## config.mk

```make
export PLATFORM = sky130hd
export DESIGN_NAME = sort_seq
export DESIGN_NICKNAME = d
export VERILOG_FILES = /design/src/rtl/sort_seq.sv
export SDC_FILE = /design/constraint.sdc
export NUM_CORES = 1
export LEC_CHECK = 0
export CORE_ASPECT_RATIO = 1.1
export CORE_UTILIZATION = 61
export CTS_CLUSTER_DIAMETER = 30
export CTS_CLUSTER_SIZE = 12
export DETAILED_ROUTE_END_ITERATION = 6
export PLACE_DENSITY = 0.82
export SYNTH_ARGS = -nofsm -noshare
export SYNTH_HDL_FRONTEND = slang
export SYNTH_SLANG_ARGS = --single-unit
```

## constraint.sdc

```tcl
create_clock -name clk -period 5.8 [get_ports clk]
set_input_delay 0.87 -clock clk [delete_from_list [all_inputs] [get_ports clk]]
set_output_delay 0.87 -clock clk [all_outputs]
set_load 0.05 [all_outputs]
```

## src/rtl/sort_seq.sv

```systemverilog
// Sequential ascending sort of K signed words via one time-shared comparator.
// Latency: first output (K-1)^2+1 cycles after the last input accept.
// Backpressure: in_ready only in LOAD; DRAIN holds out_data/out_last while out_ready is low.

module comparator_lt #(
    parameter int N = 32
) (
    input  logic [N-1:0] a,
    input  logic [N-1:0] b,
    output logic         lt
);
    assign lt = $signed(a) < $signed(b);
endmodule

module sort_seq #(
    parameter int N = 32,
    parameter int K = 4
) (
    input  logic                    clk,
    input  logic                    rst,
    input  logic                    in_valid,
    output logic                    in_ready,
    input  logic [N-1:0]            in_data,
    output logic                    out_valid,
    input  logic                    out_ready,
    output logic [N-1:0]            out_data,
    output logic                    out_last,
    output logic                    busy,
    output logic [$clog2(K*K):0]    swap_count
);
    localparam int IW = (K > 2) ? $clog2(K) : 1;
    localparam int SW = $clog2(K*K) + 1;
    localparam logic [IW-1:0] LAST_W = IW'(K-1);
    localparam logic [IW-1:0] LAST_I = IW'(K-2);

    typedef enum logic [1:0] {S_LOAD, S_SORT, S_DRAIN} state_t;

    state_t          state, state_nx;
    logic [N-1:0]    sbuf [K];
    logic [IW-1:0]   wr, idx, pass, rd;
    logic [IW-1:0]   idx_p1;
    logic            lt;

    assign idx_p1 = idx + IW'(1);

    comparator_lt #(.N(N)) u_cmp (
        .a  (sbuf[idx_p1]),
        .b  (sbuf[idx]),
        .lt (lt)
    );

    always_ff @(posedge clk or negedge rst) begin
        if (!rst) state <= S_LOAD;
        else      state <= state_nx;
    end

    // Outputs depend only on registered state; handshakes only steer next state.
    always_comb begin
        state_nx  = state;
        in_ready  = 1'b0;
        out_valid = 1'b0;
        out_data  = '0;
        out_last  = 1'b0;
        busy      = 1'b0;
        case (state)
            S_LOAD: begin
                in_ready = 1'b1;
                if (in_valid && wr == LAST_W) state_nx = S_SORT;
            end
            S_SORT: begin
                busy = 1'b1;
                if (idx == LAST_I && pass == LAST_I) state_nx = S_DRAIN;
            end
            S_DRAIN: begin
                out_valid = 1'b1;
                out_data  = sbuf[rd];
                out_last  = (rd == LAST_W);
                if (out_ready && rd == LAST_W) state_nx = S_LOAD;
            end
            default: state_nx = S_LOAD;
        endcase
    end

    always_ff @(posedge clk or negedge rst) begin
        if (!rst) begin
            for (int i = 0; i < K; i++) sbuf[i] <= '0;
            wr         <= '0;
            idx        <= '0;
            pass       <= '0;
            rd         <= '0;
            swap_count <= '0;
        end else begin
            case (state)
                S_LOAD: begin
                    if (in_valid) begin
                        sbuf[wr] <= in_data;
                        if (wr == LAST_W) begin
                            wr         <= '0;
                            idx        <= '0;
                            pass       <= '0;
                            swap_count <= '0;
                        end else begin
                            wr <= wr + IW'(1);
                        end
                    end
                end
                S_SORT: begin
                    // Strict less-than keeps equal words in arrival order.
                    if (lt) begin
                        sbuf[idx]    <= sbuf[idx_p1];
                        sbuf[idx_p1] <= sbuf[idx];
                        swap_count   <= swap_count + SW'(1);
                    end
                    if (idx == LAST_I) begin
                        idx <= '0;
                        if (pass == LAST_I) begin
                            pass <= '0;
                            rd   <= '0;
                        end else begin
                            pass <= pass + IW'(1);
                        end
                    end else begin
                        idx <= idx_p1;
                    end
                end
                S_DRAIN: begin
                    if (out_ready) begin
                        if (rd == LAST_W) begin
                            rd <= '0;
                            wr <= '0;
                        end else begin
                            rd <= rd + IW'(1);
                        end
                    end
                end
                default: ;
            endcase
        end
    end
endmodule
```

==> impl_metrics.yaml, run 1 <==
status:
  status: "finished with violations"
  violations: "design-rule violations"
placement:
  place_hpwl_mm: 20.1
  place_congestion: 0.848
  place_area_um2: 12300
  port_buffers: 76
timing:
  fin_crit_sh_pct: 89.6
  fmax_mhz: 192
  rsz0062_at_grt: "no"
  max-slew-margin-rel_pct: 12.5
  hold_violations: 0
  setup_tns_ns: 0
  period_needed_ns: 5.20
  setup_viol: 0
  tightest_slew_ns: 1.31
  drv_slew: 0
  finClkSkew_ns: 0.0112
worst_setup_path:
  cp.required_ns: 6.13
  path_max_fanout: 24
  cp-end-kind: "flop"
  rrSetupSlack_ns: 0.60
  setup.worst_path.start_class: "flop"
  path_class: "reg2reg"
  cp_slowest_cell: "a32oi_4"
  crit_family: "compound AO/OA/AOI/OAI gates"
  max_stage_delay_ns: 1.09
  crit_top_cell: "ha_1"
  cp_cell_sequence: "inv_1, ha_1, buf_12, mux4_2, ha_1, nand4_1, nor4_1, nand3_1, a31oi_1, nor4_4, a32oi_4, buf_4, mux2_2"
  worstPathArrival_ns: 5.52
  cp_num_buf_inv: 3
floorplan:
  die_w_um: 132
  core.rowCount: 52
  start_util_pct: 62.3
  die_h_um: 146
  die_area_um2: 19300
  design.core.area_um2: 18300
  ios: 77
clock_network:
  cts_buffers: 17
  ctsRootBufferMaster: "clkbuf_16"
  clk_transition_reported_paths_ns: 0.07
  ctsResizeCount: 0
  worstSkewPairLatency_ns: 0.44
  ctsHoldBuffers: 0
  cts_tree: "built"
  post_cts_buffers: 0
  numClockSinks: 143
  cts_buffer_depth: 2
  ctsHtreeMaxLevel: 4
finish:
  final_common_cell: "dfrtp_1"
  nets: 1186
  drive_above_1_share_pct: 21.9
  layout_common_cells: "dfrtp_1 (140), a22oi_1 (125), o21ai_0 (104)"
  final_design_area_no_fill_um2: 13000
  area.growth.synth_to_final_pct: 13.5
  post-route-util_pct: 70.7
synth:
  synth_async_sr_flop_share_pct: 100
  ys_seq_area_share_pct: 31.3
  ys_seq_elements: 143
  synth.largest_area_cell: "dfrtp_1"
  ys.flop_type: "dfrtp_1"
  synth_area_leaders: "dfrtp_1 (31%), mux4_2 (19%), a22oi_1 (8.2%)"
  yosysWarningCount: 0
  yosysTopAreaCellShare_pct: 31.3
  synth_nets: 1173
  yosysUniqueCellTypes: 44
  syn_area_um2: 11400
  avgSynthCellArea_um2: 10.4
  synth_edf_count: 0
  syn_inst: 1094
routing:
  dr.first_iter.drc_count: 1362
  dr.pass1.iters: 7
  dr_total_vias: 10120
  wirelength_mm: 34.3
  wire_per_inst_um: 25.1
  drc_errors: 2
  viasPerCell: 7.42
  ant_nets: 0
grt:
  antenna_found_initial: 0
  grt_max_degree: 91
  grt_pass1_vias: 10068
  grt-ovfl-total: 0
  grt_pass1_wl_mm: 54.3
  track_usage_pct: 36.5
worst_hold_path:
  hold_class: "in2async"
run:
  maxCapViolCount: 0
path summary, 6_finish.rpt:
| check | startpoint | end | cells past startpoint |
|---|---|---|---|
| worst max register to register | idx[0] | sbuf[54] | 13 |
| min in group clk | sbuf[108] | sbuf[108] | 1 |
| max in group asynchronous | rst | idx[1] | 2 |
| worst min register to register | sbuf[108] | sbuf[108] | 1 |
| worst min-delay path | rst | sbuf[8] | 1 |
| worst max-delay path | idx[0] | sbuf[54] | 13 |
synth_stat cells (10+ instances only):
| cell type | n |
|---|---|
| mux4_2 | 96 |
| o21ai_0 | 104 |
| nand3_1 | 99 |
| and2_1 | 35 |
| mux2_1 | 60 |
| a21oi_1 | 21 |
| a22oi_1 | 125 |
| buf_1 | 13 |
| nor2_1 | 11 |
| clkbuf_1 | 79 |
| dfrtp_1 | 143 |
| ha_1 | 43 |
| inv_1 | 40 |
| mux2_2 | 70 |
| nand2_1 | 79 |
| buf_2 | 10 |
state kept, by name, indices dropped and copies added (netlist names):
| register | flops |
|---|---|
| rd | 2 |
| wr | 2 |
| state | 2 |
| sbuf | 128 |
| pass | 2 |
| swap_count | 5 |
| idx | 2 |
worst register-to-register path, cell delays in order (launching register included):
cell,delay (ns)
dfrtp_4,0.43
inv_1,0.08
ha_1,0.62
buf_12,0.23
mux4_2,0.37
ha_1,0.39
nand4_1,0.19
nor4_1,0.34
nand3_1,0.18
a31oi_1,0.33
nor4_4,0.10
a32oi_4,1.09
buf_4,0.38
mux2_2,0.37
area by class of cell:
| type | instances | area (µm²) |
|---|---|---|
| Antenna cell | 1 | 2.50 |
| Clock buffer | 22 | 464 |
| Clock inverter | 10 | 160 |
| Fill cell | 1282 | 5380 |
| Inverter | 41 | 154 |
| Multi-Input combinational cell | 801 | 7310 |
| Sequential cell | 143 | 3580 |
| Tap cell | 243 | 304 |
| Timing Repair Buffer | 103 | 990 |
metal layers:
metal,up-vias,routed length [µm],global-route usage [%]
met4,0,1450,20.0
met5,-,0,0
met3,168,3700,8.15
li1,4234,-,-
met2,775,16800,59.6
met1,4943,12300,45.2
through the flow:
stage          setup WS [ns]  cells  hold slack [ns]
2_1_floorplan          0.765   1094            0.493
3_3_place_gp           0.930   1331            0.510
3_5_place_dp           0.831   1331            0.523
4_1_cts                0.781   1363            0.543
5_1_grt                0.475   1363            0.565
6_report               0.603   1364            0.514
kinds of logic (layout without fill, tap and decap cells):
family          after synthesis  after routing  share of synthesized area [%]
simple gates                255            255                           11.0
flops                       143            143                           31.3
mux                         229            229                           32.0
compound gates              274            274                           15.7
fa+ha+maj                    43             43                           4.71
other cells                   0              1                              0
buf+inv                     150            176                           5.27
Power of run 1 is not shown: default switching activity piles up to over one toggle a cycle in this logic, so the estimate is an artifact.
==> inputs of run 2 (changes only) <==
- GPL_ROUTABILITY_DRIVEN: default -> 0
==> results of run 2 <==
Final layout, timing and power as in run 1 (identical DEF).
Power of run 2 is left out for the same reason.
